File: src/rtl/lsu_pkg.sv
// Shared types and helpers for the load/store unit: access sizes, FSM states,
// the latched request record and the alignment rule.
package lsu_pkg;

  typedef enum logic [1:0] {
    SZ_BYTE = 2'd0,
    SZ_HALF = 2'd1,
    SZ_WORD = 2'd2,
    SZ_RSVD = 2'd3
  } lsu_size_t;

  typedef enum logic [2:0] {
    ST_IDLE,
    ST_LOAD,
    ST_RMW_READ,
    ST_WRITE,
    ST_ERR
  } lsu_state_t;

  localparam int NUM_LANES = 4;
  localparam int LANE_W    = 8;
  localparam int CNT_W     = 16;

  typedef struct packed {
    logic        write;
    lsu_size_t   size;
    logic        uns;
    logic [1:0]  offset;
    logic [31:0] wdata;
  } lsu_req_t;

  // Reserved size is flagged separately; this only covers natural alignment.
  function automatic logic is_misaligned(lsu_size_t size, logic [1:0] addr_lo);
    case (size)
      SZ_HALF: return addr_lo[0];
      SZ_WORD: return addr_lo != 2'b00;
      default: return 1'b0;
    endcase
  endfunction

endpackage

File: src/rtl/lsu_lane_align.sv
// Big-endian byte-lane steering: extracts and extends a load lane, and merges
// store data into an old word for the read-modify-write path.
module lsu_lane_align
  import lsu_pkg::*;
(
  input  logic [31:0] ext_word,
  input  logic [31:0] old_word,
  input  logic [31:0] wdata,
  input  logic [1:0]  offset,
  input  lsu_size_t   size,
  input  logic        uns,
  output logic [31:0] ext_data,
  output logic [31:0] merged
);

  logic [NUM_LANES-1:0][LANE_W-1:0] old_lanes, wd_lanes, new_lanes;
  logic [7:0]  byte_sel;
  logic [15:0] half_sel;

  assign old_lanes = old_word;
  assign wd_lanes  = wdata;
  assign merged    = new_lanes;

  always_comb begin
    case (offset)
      2'd0:    byte_sel = ext_word[31:24];
      2'd1:    byte_sel = ext_word[23:16];
      2'd2:    byte_sel = ext_word[15:8];
      default: byte_sel = ext_word[7:0];
    endcase
    half_sel = offset[1] ? ext_word[15:0] : ext_word[31:16];
    case (size)
      SZ_BYTE: ext_data = {{24{~uns & byte_sel[7]}}, byte_sel};
      SZ_HALF: ext_data = {{16{~uns & half_sel[15]}}, half_sel};
      SZ_WORD: ext_data = ext_word;
      default: ext_data = '0;
    endcase
  end

  // Packed lane i holds big-endian byte offset NUM_LANES-1-i.
  for (genvar i = 0; i < NUM_LANES; i++) begin : g_lane
    localparam logic [1:0] OFF = 2'(NUM_LANES - 1 - i);
    logic             sel;
    logic [LANE_W-1:0] wr;

    always_comb begin
      sel = 1'b0;
      wr  = old_lanes[i];
      case (size)
        SZ_BYTE: begin
          sel = (offset == OFF);
          wr  = wdata[7:0];
        end
        SZ_HALF: begin
          sel = (offset[1] == OFF[1]);
          wr  = OFF[0] ? wdata[7:0] : wdata[15:8];
        end
        SZ_WORD: begin
          sel = 1'b1;
          wr  = wd_lanes[i];
        end
        default: ;
      endcase
    end

    assign new_lanes[i] = sel ? wr : old_lanes[i];
  end

endmodule

File: src/rtl/load_store_unit.sv
// Load/store unit between the memory stage and a word-wide data memory with
// combinational reads. Define LSU_PERF_CNT_EN to add saturating access counters.
module load_store_unit
  import lsu_pkg::*;
#(
  parameter int DEPTH  = 1024,
  parameter int ADDR_W = 32
) (
  input  logic              clk,
  input  logic              rst_n,
  input  logic              req_valid,
  output logic              req_ready,
  input  logic              req_write,
  input  logic [1:0]        req_size,
  input  logic              req_unsigned,
  input  logic [ADDR_W-1:0] req_addr,
  input  logic [31:0]       req_wdata,
  output logic              resp_valid,
  output logic              resp_err,
  output logic [31:0]       resp_rdata,
  output logic              mem_write,
  output logic [ADDR_W-1:0] mem_address,
  output logic [31:0]       mem_write_data,
  input  logic [31:0]       mem_read_data
`ifdef LSU_PERF_CNT_EN
  ,
  output logic [CNT_W-1:0]  load_count,
  output logic [CNT_W-1:0]  store_count,
  output logic [CNT_W-1:0]  err_count
`endif
);

  lsu_state_t        state_q, state_d;
  lsu_req_t          req_q, req_d;
  logic [ADDR_W-1:0] idx_q, idx_d;
  logic [31:0]       old_q, old_d;
  logic              resp_valid_q, resp_valid_d;
  logic              resp_err_q, resp_err_d;
  logic [31:0]       resp_rdata_q, resp_rdata_d;

  lsu_size_t         req_size_t;
  logic [ADDR_W-1:0] req_idx;
  logic              req_err;
  logic [31:0]       ext_data, merged;

  assign req_size_t = lsu_size_t'(req_size);
  assign req_idx    = req_addr >> 2;
  assign req_err    = (req_size_t == SZ_RSVD)
                    | is_misaligned(req_size_t, req_addr[1:0])
                    | (req_idx >= ADDR_W'(DEPTH));

  lsu_lane_align u_align (
    .ext_word (mem_read_data),
    .old_word (old_q),
    .wdata    (req_q.wdata),
    .offset   (req_q.offset),
    .size     (req_q.size),
    .uns      (req_q.uns),
    .ext_data (ext_data),
    .merged   (merged)
  );

  // Memory strobes come from state only so an async reset drops them at once.
  assign req_ready      = (state_q == ST_IDLE);
  assign mem_write      = (state_q == ST_WRITE);
  assign mem_address    = idx_q;
  assign mem_write_data = mem_write ? merged : '0;
  assign resp_valid     = resp_valid_q;
  assign resp_err       = resp_err_q;
  assign resp_rdata     = resp_rdata_q;

  always_comb begin
    state_d      = state_q;
    req_d        = req_q;
    idx_d        = idx_q;
    old_d        = old_q;
    resp_valid_d = 1'b0;
    resp_err_d   = 1'b0;
    resp_rdata_d = '0;
    case (state_q)
      ST_IDLE: begin
        if (req_valid) begin
          req_d = '{write: req_write, size: req_size_t, uns: req_unsigned,
                    offset: req_addr[1:0], wdata: req_wdata};
          idx_d = req_idx;
          if (req_err) begin
            // Errors respond while still in ERR, one cycle after accept.
            state_d      = ST_ERR;
            resp_valid_d = 1'b1;
            resp_err_d   = 1'b1;
          end else if (!req_write) begin
            state_d = ST_LOAD;
          end else if (req_size_t == SZ_WORD) begin
            state_d = ST_WRITE;
          end else begin
            state_d = ST_RMW_READ;
          end
        end
      end
      ST_LOAD: begin
        resp_valid_d = 1'b1;
        resp_rdata_d = ext_data;
        state_d      = ST_IDLE;
      end
      ST_RMW_READ: begin
        old_d   = mem_read_data;
        state_d = ST_WRITE;
      end
      ST_WRITE: begin
        resp_valid_d = 1'b1;
        state_d      = ST_IDLE;
      end
      ST_ERR:  state_d = ST_IDLE;
      default: state_d = ST_IDLE;
    endcase
  end

  always_ff @(posedge clk or negedge rst_n) begin
    if (!rst_n) begin
      state_q      <= ST_IDLE;
      req_q        <= '0;
      idx_q        <= '0;
      old_q        <= '0;
      resp_valid_q <= 1'b0;
      resp_err_q   <= 1'b0;
      resp_rdata_q <= '0;
    end else begin
      state_q      <= state_d;
      req_q        <= req_d;
      idx_q        <= idx_d;
      old_q        <= old_d;
      resp_valid_q <= resp_valid_d;
      resp_err_q   <= resp_err_d;
      resp_rdata_q <= resp_rdata_d;
    end
  end

`ifdef LSU_PERF_CNT_EN
  logic [CNT_W-1:0] load_cnt_q, load_cnt_d;
  logic [CNT_W-1:0] store_cnt_q, store_cnt_d;
  logic [CNT_W-1:0] err_cnt_q, err_cnt_d;

  // req_q still describes the responding access during its resp cycle.
  always_comb begin
    load_cnt_d  = load_cnt_q;
    store_cnt_d = store_cnt_q;
    err_cnt_d   = err_cnt_q;
    if (resp_valid_q) begin
      if (resp_err_q) begin
        if (err_cnt_q != '1) err_cnt_d = err_cnt_q + 1'b1;
      end else if (req_q.write) begin
        if (store_cnt_q != '1) store_cnt_d = store_cnt_q + 1'b1;
      end else begin
        if (load_cnt_q != '1) load_cnt_d = load_cnt_q + 1'b1;
      end
    end
  end

  always_ff @(posedge clk or negedge rst_n) begin
    if (!rst_n) begin
      load_cnt_q  <= '0;
      store_cnt_q <= '0;
      err_cnt_q   <= '0;
    end else begin
      load_cnt_q  <= load_cnt_d;
      store_cnt_q <= store_cnt_d;
      err_cnt_q   <= err_cnt_d;
    end
  end

  assign load_count  = load_cnt_q;
  assign store_count = store_cnt_q;
  assign err_count   = err_cnt_q;
`endif

endmodule

File: config.mk
export PLATFORM = sky130hd
export DESIGN_NAME = load_store_unit
export DESIGN_NICKNAME = d
export VERILOG_FILES = /design/src/rtl/lsu_pkg.sv /design/src/rtl/lsu_lane_align.sv /design/src/rtl/load_store_unit.sv
export SDC_FILE = /design/constraint.sdc
export NUM_CORES = 1
export LEC_CHECK = 0
export ABC_AREA = 1
export BUFFER_PORTS_ARGS = -buffer_cell sky130_fd_sc_hd__buf_2
export CAP_MARGIN = 20
export CELL_PAD_IN_SITES_DETAIL_PLACEMENT = 1
export CELL_PAD_IN_SITES_GLOBAL_PLACEMENT = 1
export CORE_AREA = 3 3 134 136
export DETAILED_ROUTE_END_ITERATION = 7
export DIE_AREA = 0 0 137 139
export GPL_TIMING_DRIVEN = 0
export PLACE_DENSITY = 0.84
export REMOVE_ABC_BUFFERS = 1
export SLEW_MARGIN = 30
export SYNTH_ARGS = -nofsm -noshare
export SYNTH_HDL_FRONTEND = slang
export SYNTH_SLANG_ARGS = --single-unit
export TNS_END_PERCENT = 10
File: constraint.sdc
create_clock -name clk -period 3.9 [get_ports clk]
set_clock_uncertainty 0.15 [all_clocks]
set_input_delay 0.78 -clock clk [delete_from_list [all_inputs] [get_ports clk]]
set_output_delay 0.78 -clock clk [all_outputs]
set_load 0.02 [all_outputs]
; ---- Yosys cells after proc, flatten, opt, wreduce, memory -nomap -nowiden
; Index checks and enable logic that the tools add are counted.
; Widths: inputs -> output; s select.
[totals]
register_bits = 136
word_cells = 65
output_inout_bits = 100
[classes]
eq_ne = 12
muxes = 27
bitwise_logic = 6
n_reduce_logical = 9
order_cmp = 1
[ops]
columns = cell, count
row1 = $pmux 32 s3, 1
row2 = $mux 32, 2
row3 = $pmux 8 s3, 2
row4 = $mux 8, 5
row5 = $pmux 8 s2, 2
row6 = $ge 30x11->1 const B, 1
row7 = $mux 16, 1
row8 = $pmux 1 s3, 4
row9 = $eq 2x2->1 const B, 5
row10 = $eq 2x1->1 const B, 3
row11 = $eq 3x2->1 const B, 2
row12 = $mux 3, 2
row13 = $pmux 3 s2, 1
row14 = $reduce_or 2->1, 3
row15 = $logic_not 2->1, 2
row16 = $mux 1, 4
row17 = $pmux 1 s2, 2
row18 = $eq 3x1->1 const B, 1
row19 = $logic_not 3->1, 1
row20 = $reduce_or 3->1, 1
row21 = $and 1x1->1, 2
row22 = $mux 2, 1
row23 = $ne 2x2->1 const B, 1
row24 = $not 1->1, 2
row25 = other kinds (3), 4

; ---- Logic depth before layout (Yosys ltp)
; Gate-level depths: netlist (run 1).
[logic_depth]
depth_word = 7
ltp_mapped = 10
depth_no_buf = 9

; ---- Hierarchy
; A second synthesis (run 1) with hierarchy kept.
[hier_totals]
cells_unflattened = 952
area_unflattened_um2 = 7293.2
[modules_own_cells]
columns = mod, instances, cells_per_inst, seq_area_each_um2, area_per_inst_um2
row1 = load_store_unit, 1, 583, 3403.3, 5579.1
row2 = lsu_lane_align, 1, 369, 0.0, 1714.1

; ---- Least setup slack after synthesis (run 1)
; No wires, ideal clock.
[synth_path]
kind = register to output
startpoint = register req_q[35] (netlist bit)
endpoint = output port mem_write_data[14]
slack_ns = 1.260
required_time_ns = 2.970
path_stages_with_launch = 10
t_arrival_ns = 1.710
path_buffers = 2
cell_sequence = dfrtp_1 > inv_1 > ha_1 > buf_2 > a21oi_4 > a21oi_4 > buf_4 > nand3_1 > nand2_1 > nor2_1
[synth_via]
elab_chain_len = 5
elab_cells_between_ends = 8
cone_classes = eq/ne: 2 / mux: 4 / reduce/logical: 2
[synth_rtl]
columns = item, line
row1 = start: declaration, load_store_unit.sv:34  ; lsu_req_t req_q, req_d;
row2 = start signal: assignment, load_store_unit.sv:129  ; req_q <= req_d;
row3 = $eq 2x1->1 or $eq 2x2->1 (tied branches), lsu_lane_align.sv:49  ; case (size)
row4 = $reduce_or 2->1 (no line), n/a
row5 = $pmux 8 s2, lsu_lane_align.sv:49
row6 = $mux 8 *, lsu_lane_align.sv:66  ; assign new_lanes[i] = sel ? wr : old_lanes[i];
row7 = $mux 32 *, load_store_unit.sv:67  ; assign mem_write_data = mem_write ? merged : '0;
row8 = end: declaration, load_store_unit.sv:23  ; output logic [31:0] mem_write_data,
; Mark *: on every way between the ends. The rest lies on a longest branch, timed or not.

; ---- Worst setup path in the final report (run 1)
[layout_path]
startpoint = register req_q[35] (netlist bit)
endpoint = output port mem_write_data[23]
[layout_via]
elab_chain_len = 5
elab_cells_between_ends = 8
cone_classes = eq/ne: 2 / mux: 4 / reduce/logical: 2
[layout_rtl]
columns = item, line
row1 = $eq 2x1->1 or $logic_not 2->1 (tied branches), lsu_lane_align.sv:49
row2 = $reduce_or 2->1 (no line), n/a
row3 = $pmux 8 s2, lsu_lane_align.sv:49
row4 = $mux 8 *, lsu_lane_align.sv:66
row5 = $mux 32 *, load_store_unit.sv:67
; Marked as above.

==> results of run 1 <==
[final timing paths]
kind | start | endpoint | slack (ns) | depth (start not counted)
worst max-delay path | req_q[35]$_DFFE_PN0P_ | mem_write_data[23] | 0.23 | 9
worst min-delay path | rst_n | resp_rdata[24]$_DFF_PN0_ | 0.09 | 1
worst max register to register | req_q[35]$_DFFE_PN0P_ | resp_rdata[5]$_DFF_PN0_ | 1.26 | 6
worst min register to register | mem_address[19]$_DFFE_PN0P_ | mem_address[19]$_DFFE_PN0P_ | 0.31 | 2
max in group asynchronous | rst_n | req_q[16]$_DFFE_PN0P_ | 2.67 | 3
min in group clk | mem_address[19]$_DFFE_PN0P_ | mem_address[19]$_DFFE_PN0P_ | 0.31 | 2
[routing by layer]
metal	track usage, %	wire (um)
met5	0	27
met4	6.72	288
met3	6.10	1400
met2	38.0	10500
met1	27.6	8880
[through the flow]
step           power (uW)  std cells
5_1_grt              4330       1267
3_3_place_gp         2450       1229
3_5_place_dp         2500       1235
6_report             4120       1268
2_1_floorplan        2160        804
4_1_cts              4130       1267
[state kept, by name (all words and copies together) (netlist names)]
name	cells
old_q	32
resp_rdata	32
mem_address	30
req_q	37
resp_valid	1
state_q	3
resp_err	1
[synth_stat cells, types with 2 or more instances]
library cell,count,area share [%]
mux2_2,15,2.5
o21ai_0,47,3.5
buf_6,2,0.34
o22ai_1,16,1.5
nor2_1,88,4.9
buf_4,7,0.78
a21oi_1,45,3.4
ha_1,7,1.3
nand3_1,90,6.7
clkbuf_1,19,1.1
buf_1,8,0.45
nor2_4,2,0.34
a21oi_4,2,0.48
dfrtp_1,136,51
inv_1,66,3.7
nand2_2,3,0.28
nand2_1,265,15
buf_2,15,1.1
inv_2,3,0.17
o21ai_1,10,0.75
[cell type report]
type / instances / share of cell area (%)
inverters: 69 / 3.03
multi-input cells: 599 / 33.4
well taps: 225 / 3.29
clock buffers: 21 / 5.50
repair buffers: 206 / 13.6
flip-flops and latches: 136 / 39.8
diodes: 1 / 0.0292
clock inverters: 11 / 1.42
[cells in the final DEF, fill, tap and decap left out, types with 2 or more instances in the layout]
cell | netlist | layout
inv_2 | 3 | 3
nor2_4 | 2 | 2
o21ai_0 | 47 | 47
clkbuf_8 | 0 | 3
dfrtp_1 | 136 | 136
o21ai_1 | 10 | 10
nand3_1 | 90 | 89
buf_16 | 0 | 5
ha_1 | 7 | 4
inv_1 | 66 | 66
clkinv_2 | 0 | 4
clkinv_4 | 0 | 2
o22ai_1 | 16 | 16
mux2_2 | 15 | 15
clkbuf_16 | 0 | 17
bufinv_16 | 0 | 2
buf_2 | 15 | 198
clkinvlp_4 | 0 | 2
conb_1 | 1 | 2
ha_4 | 0 | 3
a21oi_4 | 2 | 2
nand2_2 | 3 | 4
a21oi_1 | 45 | 45
nor2_1 | 88 | 88
nand2_1 | 265 | 263
[power by group through the flow]
stage | Clock (uW) | Sequential, uW | Combinational (uW)
2_1_floorplan | 0 | 1720 | 438
3_3_place_gp | 0 | 1680 | 765
3_5_place_dp | 0 | 1690 | 808
4_1_cts | 1640 | 1670 | 819
5_1_grt | 1710 | 1690 | 932
6_report | 1620 | 1670 | 823
[cell families after synthesis]
| family | count (synthesis) |
|---|---|
| AND/OR/NAND/NOR | 453 |
| flip-flops | 136 |
| AO/OA/AOI/OAI | 122 |
| buffers and inverters | 120 |
| multiplexers | 15 |
| adder cells (fa/ha/maj) | 7 |
| other | 1 |
[worst max-delay path, cell delays in order (launching register included)]
cell     delay (ns)
dfrtp_1        0.45
inv_1          0.19
ha_4           0.47
inv_1          0.16
nand3_1        0.12
nand2_1        0.17
inv_1          0.27
nor2_1         0.07
nor2_1         0.21
buf_2          0.21
[timing repair]
action	in CTS	in global routing
setup endpoints to repair	15	23
gates resized for setup	1	5
hold buffers	0	0
==> metrics.yaml, run 1 <==
dp_hpwl_um: 15200
status: "finished, final reports clean"
end_kind: "primary output"
synth-compound-area-share_pct: 9.94
hp-class: "input pin to async pin"
grt_use_total_pct: 22.4
power_leakage_uw: 0.00476
synthCells: 854
yosys.cell_types.count: 28
ys_ff_latch: 136
synth_ff_type: "dfrtp_1"
drtIter0Drc: 257
synth_fa_ha_area_share_pct: 1.31
clk_latency_ns: 0.42
p_per_area_nw_per_um2: 481
p_switching_uw: 1280
critPathKind: "flop to primary output"
pre_cts_ws_ns: 0.154
io_pins: 203
seq_power_share_pct: 40.6
seq_area_frac_synth_pct: 50.7
ys_warn_count: 0
rsz0062_at_grt: "no"
syn-cell-area_sq_um: 6710
clkPwrFrac_pct: 39.4
drv_slew: 0
setup-violations-final: 0
wl_per_cell_um: 16.6
die_y_um: 139
async_flop_share_pct: 100
htreeDepth: 4
fin_ws_ns: 0.235
start_util_pct: 39.3
dieWidth_um: 137
period_minus_slack_ns: 3.67
drive_gt1_share_pct: 26.2
cts_setup_buffers: 0
area_growth_pct: 27.6
vias: 6286
drtAntennaViolNets: 0
clockBufferDepth: 2
switching_share_pct: 31.1
first_pass_iters: 4
fin_tns_setup_ns: 0
root_buffer: "clkbuf_16"
grt_overflow_total: 0
yosys.area_share.xor_xnor_pct: 0
max_freq_ghz: 0.273
fillers: 2185
regArea_sq_um: 3400
clkSlewWorstSetupHoldPaths_ns: 0.06
cts_buffers: 17
peakVddDrop_mv: 0.305
fin_area_sq_um: 8560
whs_ns: 0.0877
synth.avg_cell_area_sq_um: 7.86
clock_sink_count: 136
crit_path_start_kind: "flop"
pwr-share-comb_pct: 20.0
layout.nets: 1139
multi_input_comb_area_sq_um: 2860
drt-total-wl_um: 21100
dieArea_sq_um: 19000
crit_required_ns: 2.97
grt_pass1_vias: 6574
synth_top_family_by_area: "simple AND/OR/NAND/NOR gates"
drc: 0
crit_arrival_ns: 2.74
synth_edf_count: 0
slew_headroom_pct: 44.6
fin_crit_sh_pct: 94.0
synth-simple-area-share_pct: 27.8
vias_per_cell: 4.96
placed_cell_area_sq_um: 7930
grt_pass1_wl_um: 33900
gp_congestion: 0.814
antenna_found_initial: 2
maxCapViolations: 0
grt_max_degree: 79
numPortBuffers: 200
core-area_sq_um: 17100
hold_viol: 0
internal_power_uw: 2840
finalCoreUtilization_pct: 50.2
critPathMaxFanout: 35
placementRows: 48
worstMarginPinSlew_ns: 0.831
synthMuxAreaShare_pct: 2.52
cts_tree: "built"
Power figures use the tool's default switching activity.
==> run 2, diff against run 1 <==
==> constraint.sdc (replaced) <==
create_clock -name clk -period 3.9 [get_ports clk]
set_clock_uncertainty 0.15 [all_clocks]
set_input_delay 0.195 -clock clk [delete_from_list [all_inputs] [get_ports clk]]
set_output_delay 0.195 -clock clk [all_outputs]
set_load 0.02 [all_outputs]
==> run 2 against run 1 <==
  * Design area grew 11%
  * Final cell count rose by 7.9%
  * Critical path type unchanged
  * Setup slack improved by 0.33 ns
  * Global-route usage is 4.5 points higher
  * Via count increased by 9.2%
  * Combinational power up 11%
  * Critical endpoint is now mem_write_data[3]
  * Utilization up 5.7 points
  * Flip-flop and latch count stayed put
  * Sequential power about the same
  * Power is 2.8% higher
==> metrics.yaml, run 2 (same netlist as run 1, synthesis figures left out) <==
status: "finished, final reports clean"  # unchanged
crit_required_ns: 3.56  # was 2.97 ns
grt_pass1_wl_um: 40400  # was 33900 um
regToRegStartpoint: "req_q[35]$_DFFE_PN0P_"  # unchanged
antenna_found_initial: 0  # was 2
die_y_um: 139  # unchanged
maxCapViolations: 0  # unchanged
critPathKind: "flop to primary output"  # unchanged
rsz0062_at_grt: "no"  # unchanged
crit_end: "mem_write_data[3]"  # was mem_write_data[23]
io_pins: 203  # unchanged
worstReg2RegEnd: "resp_rdata[5]$_DFF_PN0_"  # unchanged
grt_use_total_pct: 26.8  # was 22.4%
crit_top_cell: "inv_1"  # unchanged
final_cell_mix: "nand2_1 (264), buf_2 (198), dfrtp_1 (136)"  # was nand2_1 (263), buf_2 (198), dfrtp_1 (136)
cts_setup_buffers: 0  # unchanged
grt_pass1_vias: 7562  # was 6574
wl_per_cell_um: 18.2  # was 16.6 um
drv_slew: 0  # unchanged
vias_per_cell: 5.02  # was 4.96
fillers: 2129  # was 2185
fin_crit_sh_pct: 85.6  # was 94.0%
critPathMaxFanout: 22  # was 35
dieArea_sq_um: 19000  # unchanged
hold_viol: 0  # unchanged
fin_tns_setup_ns: 0  # unchanged
grt_overflow_total: 0  # unchanged
area_growth_pct: 42.1  # was 27.6%
end_kind: "primary output"  # unchanged
crit_path_start_kind: "flop"  # unchanged
reg2reg_slack_ns: 1.31  # was 1.26 ns
drive_gt1_share_pct: 23.7  # was 26.2%
drc: 0  # unchanged
gp_congestion: 0.814  # unchanged
htreeDepth: 4  # unchanged
peakVddDrop_mv: 0.333  # was 0.305 mV
setup-violations-final: 0  # unchanged
placementRows: 48  # unchanged
final_common_cell: "nand2_1"  # unchanged
crit_arrival_ns: 2.99  # was 2.74 ns
cts_buffers: 17  # unchanged
vias: 6866  # was 6286
dp_hpwl_um: 15200  # unchanged
drtIter0Drc: 335  # was 257
clkSlewWorstSetupHoldPaths_ns: 0.06  # about the same
drt-total-wl_um: 24900  # was 21100 um
layout.nets: 1240  # was 1139
cp_cell_sequence: "inv_1 > ha_1 > inv_1 > o21ai_4 > nand2_2 > o21ai_0 > nor2_1 > buf_2"  # was inv_1 > ha_4 > inv_1 > nand3_1 > nand2_1 > inv_1 > nor2_1 > nor2_1 > buf_2
clk_latency_ns: 0.42  # about the same
slew_headroom_pct: 44.3  # was 44.6%
slowest_delay_ns: 0.66  # was 0.47 ns
first_pass_iters: 4  # unchanged
whs_ns: 0.0983  # was 0.0877 ns
top_register: "req_q"  # unchanged
worstMarginPinSlew_ns: 0.835  # was 0.831 ns
power_leakage_uw: 0.00518  # was 0.00476 uW
largest_register_ffs: 37  # unchanged
finalCoreUtilization_pct: 55.9  # was 50.2%
period_minus_slack_ns: 3.34  # was 3.67 ns
root_buffer: "clkbuf_16"  # unchanged
critPathSlowestCell: "ha_1"  # was ha_4
crit_start: "req_q[35]$_DFFE_PN0P_"  # unchanged
n_antenna_cell: 0  # was 1
numPortBuffers: 200  # unchanged
clockBufferDepth: 2  # unchanged
max_freq_ghz: 0.300  # was 0.273 GHz
p_per_area_nw_per_um2: 444  # was 481 nW/um^2
hp-class: "input pin to async pin"  # unchanged
core-area_sq_um: 17100  # unchanged
drtAntennaViolNets: 0  # unchanged
start_util_pct: 39.3  # unchanged
dieWidth_um: 137  # unchanged
ff2ff_path_depth: 6  # unchanged
clock_sink_count: 136  # unchanged
cts_tree: "built"  # unchanged
grt_max_degree: 79  # unchanged
==> run 2: timing repair <==
item / CTS / global route
hold buffers: 101 / 0
setup endpoints to repair: 0 / 4
gates resized for setup: 0 / 1
hold endpoints to repair: 190 / 0
==> run 2: routing by layer <==
metal / track usage, % / wire (um)
met5: 0 / 0
met2: 48.6 / 13000
met3: 5.26 / 1190
met1: 31.1 / 10100
met4: 9.35 / 666
==> run 2: how the worst min path moves through the flow <==
stage / startpoint / end / slack (ns) / depth (start not counted)
floorplan: rst_n / mem_address[0]$_DFFE_PN0P_ / -0.25 / 0
global placement: req_addr[4] / mem_address[2]$_DFFE_PN0P_ / 0.27 / 3
detailed placement: rst_n / resp_rdata[24]$_DFF_PN0_ / -0.05 / 1
CTS: rst_n / resp_rdata[24]$_DFF_PN0_ / 0.11 / 2
global route: rst_n / resp_rdata[24]$_DFF_PN0_ / 0.12 / 2
finish: rst_n / resp_rdata[24]$_DFF_PN0_ / 0.1 / 2
==> run 2: where the power goes <==
part / total [uW] / switching [uW] / internal (uW) / leakage, uW
combinational: 916 / 579 / 337 / 0.00320
clock: 1640 / 645 / 992 / 0.000289
sequential: 1680 / 113 / 1560 / 0.00170
==> run 2: layout make-up <==
| cell class | count | area (sq um) | area share, % |
|---|---|---|---|
| Clock buffer | 21 | 470 | 4.94 |
| Clock inverter | 11 | 121 | 1.27 |
| Inverter | 69 | 259 | 2.72 |
| Multi-Input combinational cell | 599 | 2820 | 29.6 |
| Sequential cell | 136 | 3400 | 35.7 |
| Tap cell | 225 | 282 | 2.95 |
| Timing Repair Buffer | 307 | 2170 | 22.8 |
==> run 2: worst max-delay path, delay by kind of cell (launching register included) <==
| kind | cells | cell delay [ns] |
|---|---|---|
| DFF | 1 | 0.42 |
| adders and majority gates | 1 | 0.66 |
| and+or+nand+nor | 2 | 0.27 |
| AOI/OAI and AO/OA | 2 | 0.72 |
| buffers and inverters | 3 | 0.47 |
==> run 2: metrics by stage <==
stage          cells  power, uW  area (sq um)  worst slack (ns)
6_report        1368       4230          9530             0.562
5_1_grt         1368       4450          9530             0.261
4_1_cts         1368       4210          9530             0.263
3_5_place_dp    1235       2500          7930             0.739
3_3_place_gp    1229       2450          7740             0.256
2_1_floorplan    804       2160          6460              1.17
==> run 3, diff against run 2 <==
--- a/config.mk
+++ b/config.mk
@@ -10,14 +10,14 @@
 export CAP_MARGIN = 20
 export CELL_PAD_IN_SITES_DETAIL_PLACEMENT = 1
 export CELL_PAD_IN_SITES_GLOBAL_PLACEMENT = 1
-export CORE_AREA = 3 3 134 136
+export CORE_AREA = 3 3 138 140
 export DETAILED_ROUTE_END_ITERATION = 7
-export DIE_AREA = 0 0 137 139
-export GPL_TIMING_DRIVEN = 0
-export PLACE_DENSITY = 0.84
+export DIE_AREA = 0 0 141 143
+export PLACE_DENSITY = 0.85
 export REMOVE_ABC_BUFFERS = 1
 export SLEW_MARGIN = 30
 export SYNTH_ARGS = -nofsm -noshare
 export SYNTH_HDL_FRONTEND = slang
+export SYNTH_HIERARCHICAL = 1
 export SYNTH_SLANG_ARGS = --single-unit
 export TNS_END_PERCENT = 10
==> run 3 against run 2 <==
  * Non-clock buffer count did not move
  * Critical endpoint is now mem_write_data[19]
  * Clock power barely moved
  * Sequential share of layout area fell by 1.5 points
  * Worst hold slack improved by 0.0097 ns
  * Final cell count rose by 7.6%
  * Utilization fell by 0.57 points
  * Flip-flop and latch count did not move
  * Via count rose by 6.8%
  * First-iteration DRC count rose by 36%
  * Critical path depth rose by 3
  * Combinational power rose by 27%
  * Power rose by 5.5%
==> metrics.yaml, run 3 <==
gp_congestion: 0.860  # was 0.814
final_common_cell: "nand2_1"  # unchanged
critPathKind: "flop to primary output"  # unchanged
cts_tree: "built"  # unchanged
antenna_found_initial: 0  # unchanged
clkSlewWorstSetupHoldPaths_ns: 0.06  # about the same
synth_area_leaders: "dfrtp_1 (47%), nand2_1 (15%), inv_1 (6.0%)"  # was dfrtp_1 (51%), nand2_1 (15%), nand3_1 (6.7%)
fillers: 2202  # was 2129
critPathMaxFanout: 12  # was 22
dp_hpwl_um: 16800  # was 15200 um
synth_top_area_share_pct: 46.7  # was 50.7%
period_minus_slack_ns: 3.02  # was 3.34 ns
seq_area_frac_synth_pct: 46.7  # was 50.7%
yosys.cell_types.count: 31  # was 28
fin_crit_sh_pct: 77.5  # was 85.6%
synth.avg_cell_area_sq_um: 7.66  # was 7.86 sq um
layout.nets: 1340  # was 1240
top_register: "req_q"  # unchanged
p_per_area_nw_per_um2: 449  # was 444 nW/um^2
power_leakage_uw: 0.00548  # was 0.00518 uW
clockBufferDepth: 2  # unchanged
grt_use_total_pct: 26.1  # was 26.8%
die_y_um: 143  # was 139 um
setup-violations-final: 0  # unchanged
core-area_sq_um: 18000  # was 17100 sq um
synthCells: 952  # was 854
crit_path_start_kind: "flop"  # unchanged
root_buffer: "clkbuf_16"  # unchanged
drc: 0  # unchanged
drtAntennaViolNets: 0  # unchanged
rsz0062_at_grt: "no"  # unchanged
worstMarginPinSlew_ns: 0.858  # was 0.835 ns
synth_ff_type: "dfrtp_1"  # unchanged
max_freq_ghz: 0.331  # was 0.300 GHz
syn-cell-area_sq_um: 7290  # was 6710 sq um
clock_sink_count: 136  # unchanged
area_growth_pct: 36.2  # was 42.1%
largest_register_ffs: 37  # unchanged
drtIter0Drc: 455  # was 335
dieWidth_um: 141  # was 137 um
start_util_pct: 40.6  # was 39.3%
drt-total-wl_um: 26100  # was 24900 um
synth.largest_area_cell: "dfrtp_1"  # unchanged
vias: 7333  # was 6866
finalPower_uw: 4460  # was 4230 uW
grt_pass1_vias: 7965  # was 7562
clk_latency_ns: 0.41  # was 0.42 ns
slew_headroom_pct: 42.6  # was 44.3%
fin_area_sq_um: 9940  # was 9530 sq um
n_antenna_cell: 0  # unchanged
async_flop_share_pct: 100  # unchanged
placementRows: 49  # was 48
final_cell_mix: "nand2_1 (296), buf_2 (199), dfrtp_1 (136)"  # was nand2_1 (264), buf_2 (198), dfrtp_1 (136)
crit_required_ns: 3.56  # about the same
numPortBuffers: 200  # unchanged
drv_slew: 0  # unchanged
hold_viol: 0  # unchanged
peakVddDrop_mv: 0.310  # was 0.333 mV
htreeDepth: 4  # unchanged
ys_warn_count: 6  # was 0
maxCapViolations: 0  # unchanged
end_kind: "primary output"  # unchanged
yosysMostFrequentCell: "nand2_1"  # unchanged
grt_pass1_wl_um: 41600  # was 40400 um
first_pass_iters: 5  # was 4
grt_overflow_total: 0  # unchanged
status: "finished, final reports clean"  # unchanged
synth_commonest_cells: "nand2_1 (298), dfrtp_1 (136), inv_1 (116)"  # was nand2_1 (265), dfrtp_1 (136), nand3_1 (90)
placed_cell_area_sq_um: 8320  # was 7930 sq um
ys_ff_latch: 136  # unchanged
cts_buffers: 17  # unchanged
wl_per_cell_um: 17.8  # was 18.2 um
drive_gt1_share_pct: 24.1  # was 23.7%
crit_arrival_ns: 2.68  # was 2.99 ns
vias_per_cell: 4.98  # was 5.02
synth_edf_count: 0  # unchanged
finalCoreUtilization_pct: 55.3  # was 55.9%
dieArea_sq_um: 20200  # was 19000 sq um
grt_max_degree: 86  # was 79
hp-class: "input pin to flop"  # was input pin to async pin
whs_ns: 0.108  # was 0.0983 ns
io_pins: 203  # unchanged
run 3: cell count changes after synthesis, sizes merged, moves of 2 or more:
cell,delta
a22oi,+7
nor2,+18
mux2,+17
o22ai,-15
clkbuf,+2
o21ai,-28
nand3,-3
a21oi,-3
inv,+54
nand2,+37
a21boi,+16
buf,-4
run 3: logic make-up after synthesis:
family,after synthesis,synth area share (%)
buffers and inverters,172,10.8
other,1,0.0514
adders and majority gates,7,1.20
muxes,32,4.94
DFF,136,46.7
AOI/OAI and AO/OA,99,7.79
and+or+nand+nor,505,28.5
run 3: timing repair:
item,4_1_cts,5_1_grt
buffers inserted,0,0
endpoints found under the hold margin,183,0
setup endpoints to repair,0,0
hold buffers,101,0
gates resized for setup,0,0
run 3: report_power, final:
part,switching (uW),total (uW),leakage [uW],internal [uW]
Sequential,116,1680,0.00171,1560
Clock,616,1630,0.000277,1010
Combinational,742,1160,0.00350,418
Total,1470,4460,0.00548,2990
run 3: layout make-up:
class	count	area (sq um)	share of cell area [%]
Tap cell	229	287	2.88
Sequential cell	136	3400	34.2
Clock buffer	22	484	4.87
Inverter	123	464	4.67
Timing Repair Buffer	307	2060	20.8
Clock inverter	10	119	1.20
Multi-Input combinational cell	645	3120	31.4
run 3: critical path, cell delays in order, from the launching register on:
cell and delay (ns):
dfrtp_1 0.41, inv_1 0.11, ha_1 0.46, inv_1 0.24, nand2_1 0.30, a22oi_1 0.15, nand3_1 0.11, nand2_1 0.07
inv_1 0.06, inv_1 0.04, nor2_1 0.12, buf_2 0.19
run 3: final timing paths:
kind | start | to | slack [ns] | cells past startpoint
max | req_q[35]$_DFFE_PN0P_ | mem_write_data[19] | 0.88 | 11
min | req_valid | resp_err$_DFF_PN0_ | 0.11 | 3
max reg2reg | req_q[35]$_DFFE_PN0P_ | resp_rdata[9]$_DFF_PN0_ | 1.24 | 8
min reg2reg | mem_address[12]$_DFFE_PN0P_ | mem_address[12]$_DFFE_PN0P_ | 0.32 | 2
max in group asynchronous | rst_n | resp_rdata[30]$_DFF_PN0_ | 2.42 | 3
min in group asynchronous | rst_n | old_q[3]$_DFFE_PN0N_ | 0.28 | 2
run 3: metrics by stage:
stage	setup TNS, ns	cells	setup slack, ns
floorplan	-6.62	904	-0.212
global route	0	1472	0.600
CTS	0	1472	0.477
finish	0	1472	0.876
detailed placement	0	1339	0.936
global placement	0	1339	1.06
run 3: metal layers:
metal  wire [um]  global-route usage [%]  up-vias
met3        1480                    6.13       47
met5           0                       0        -
li1            -                       -     3504
met2       13300                    46.8      242
met1       10700                    31.5     3540
met4         575                    7.55        0
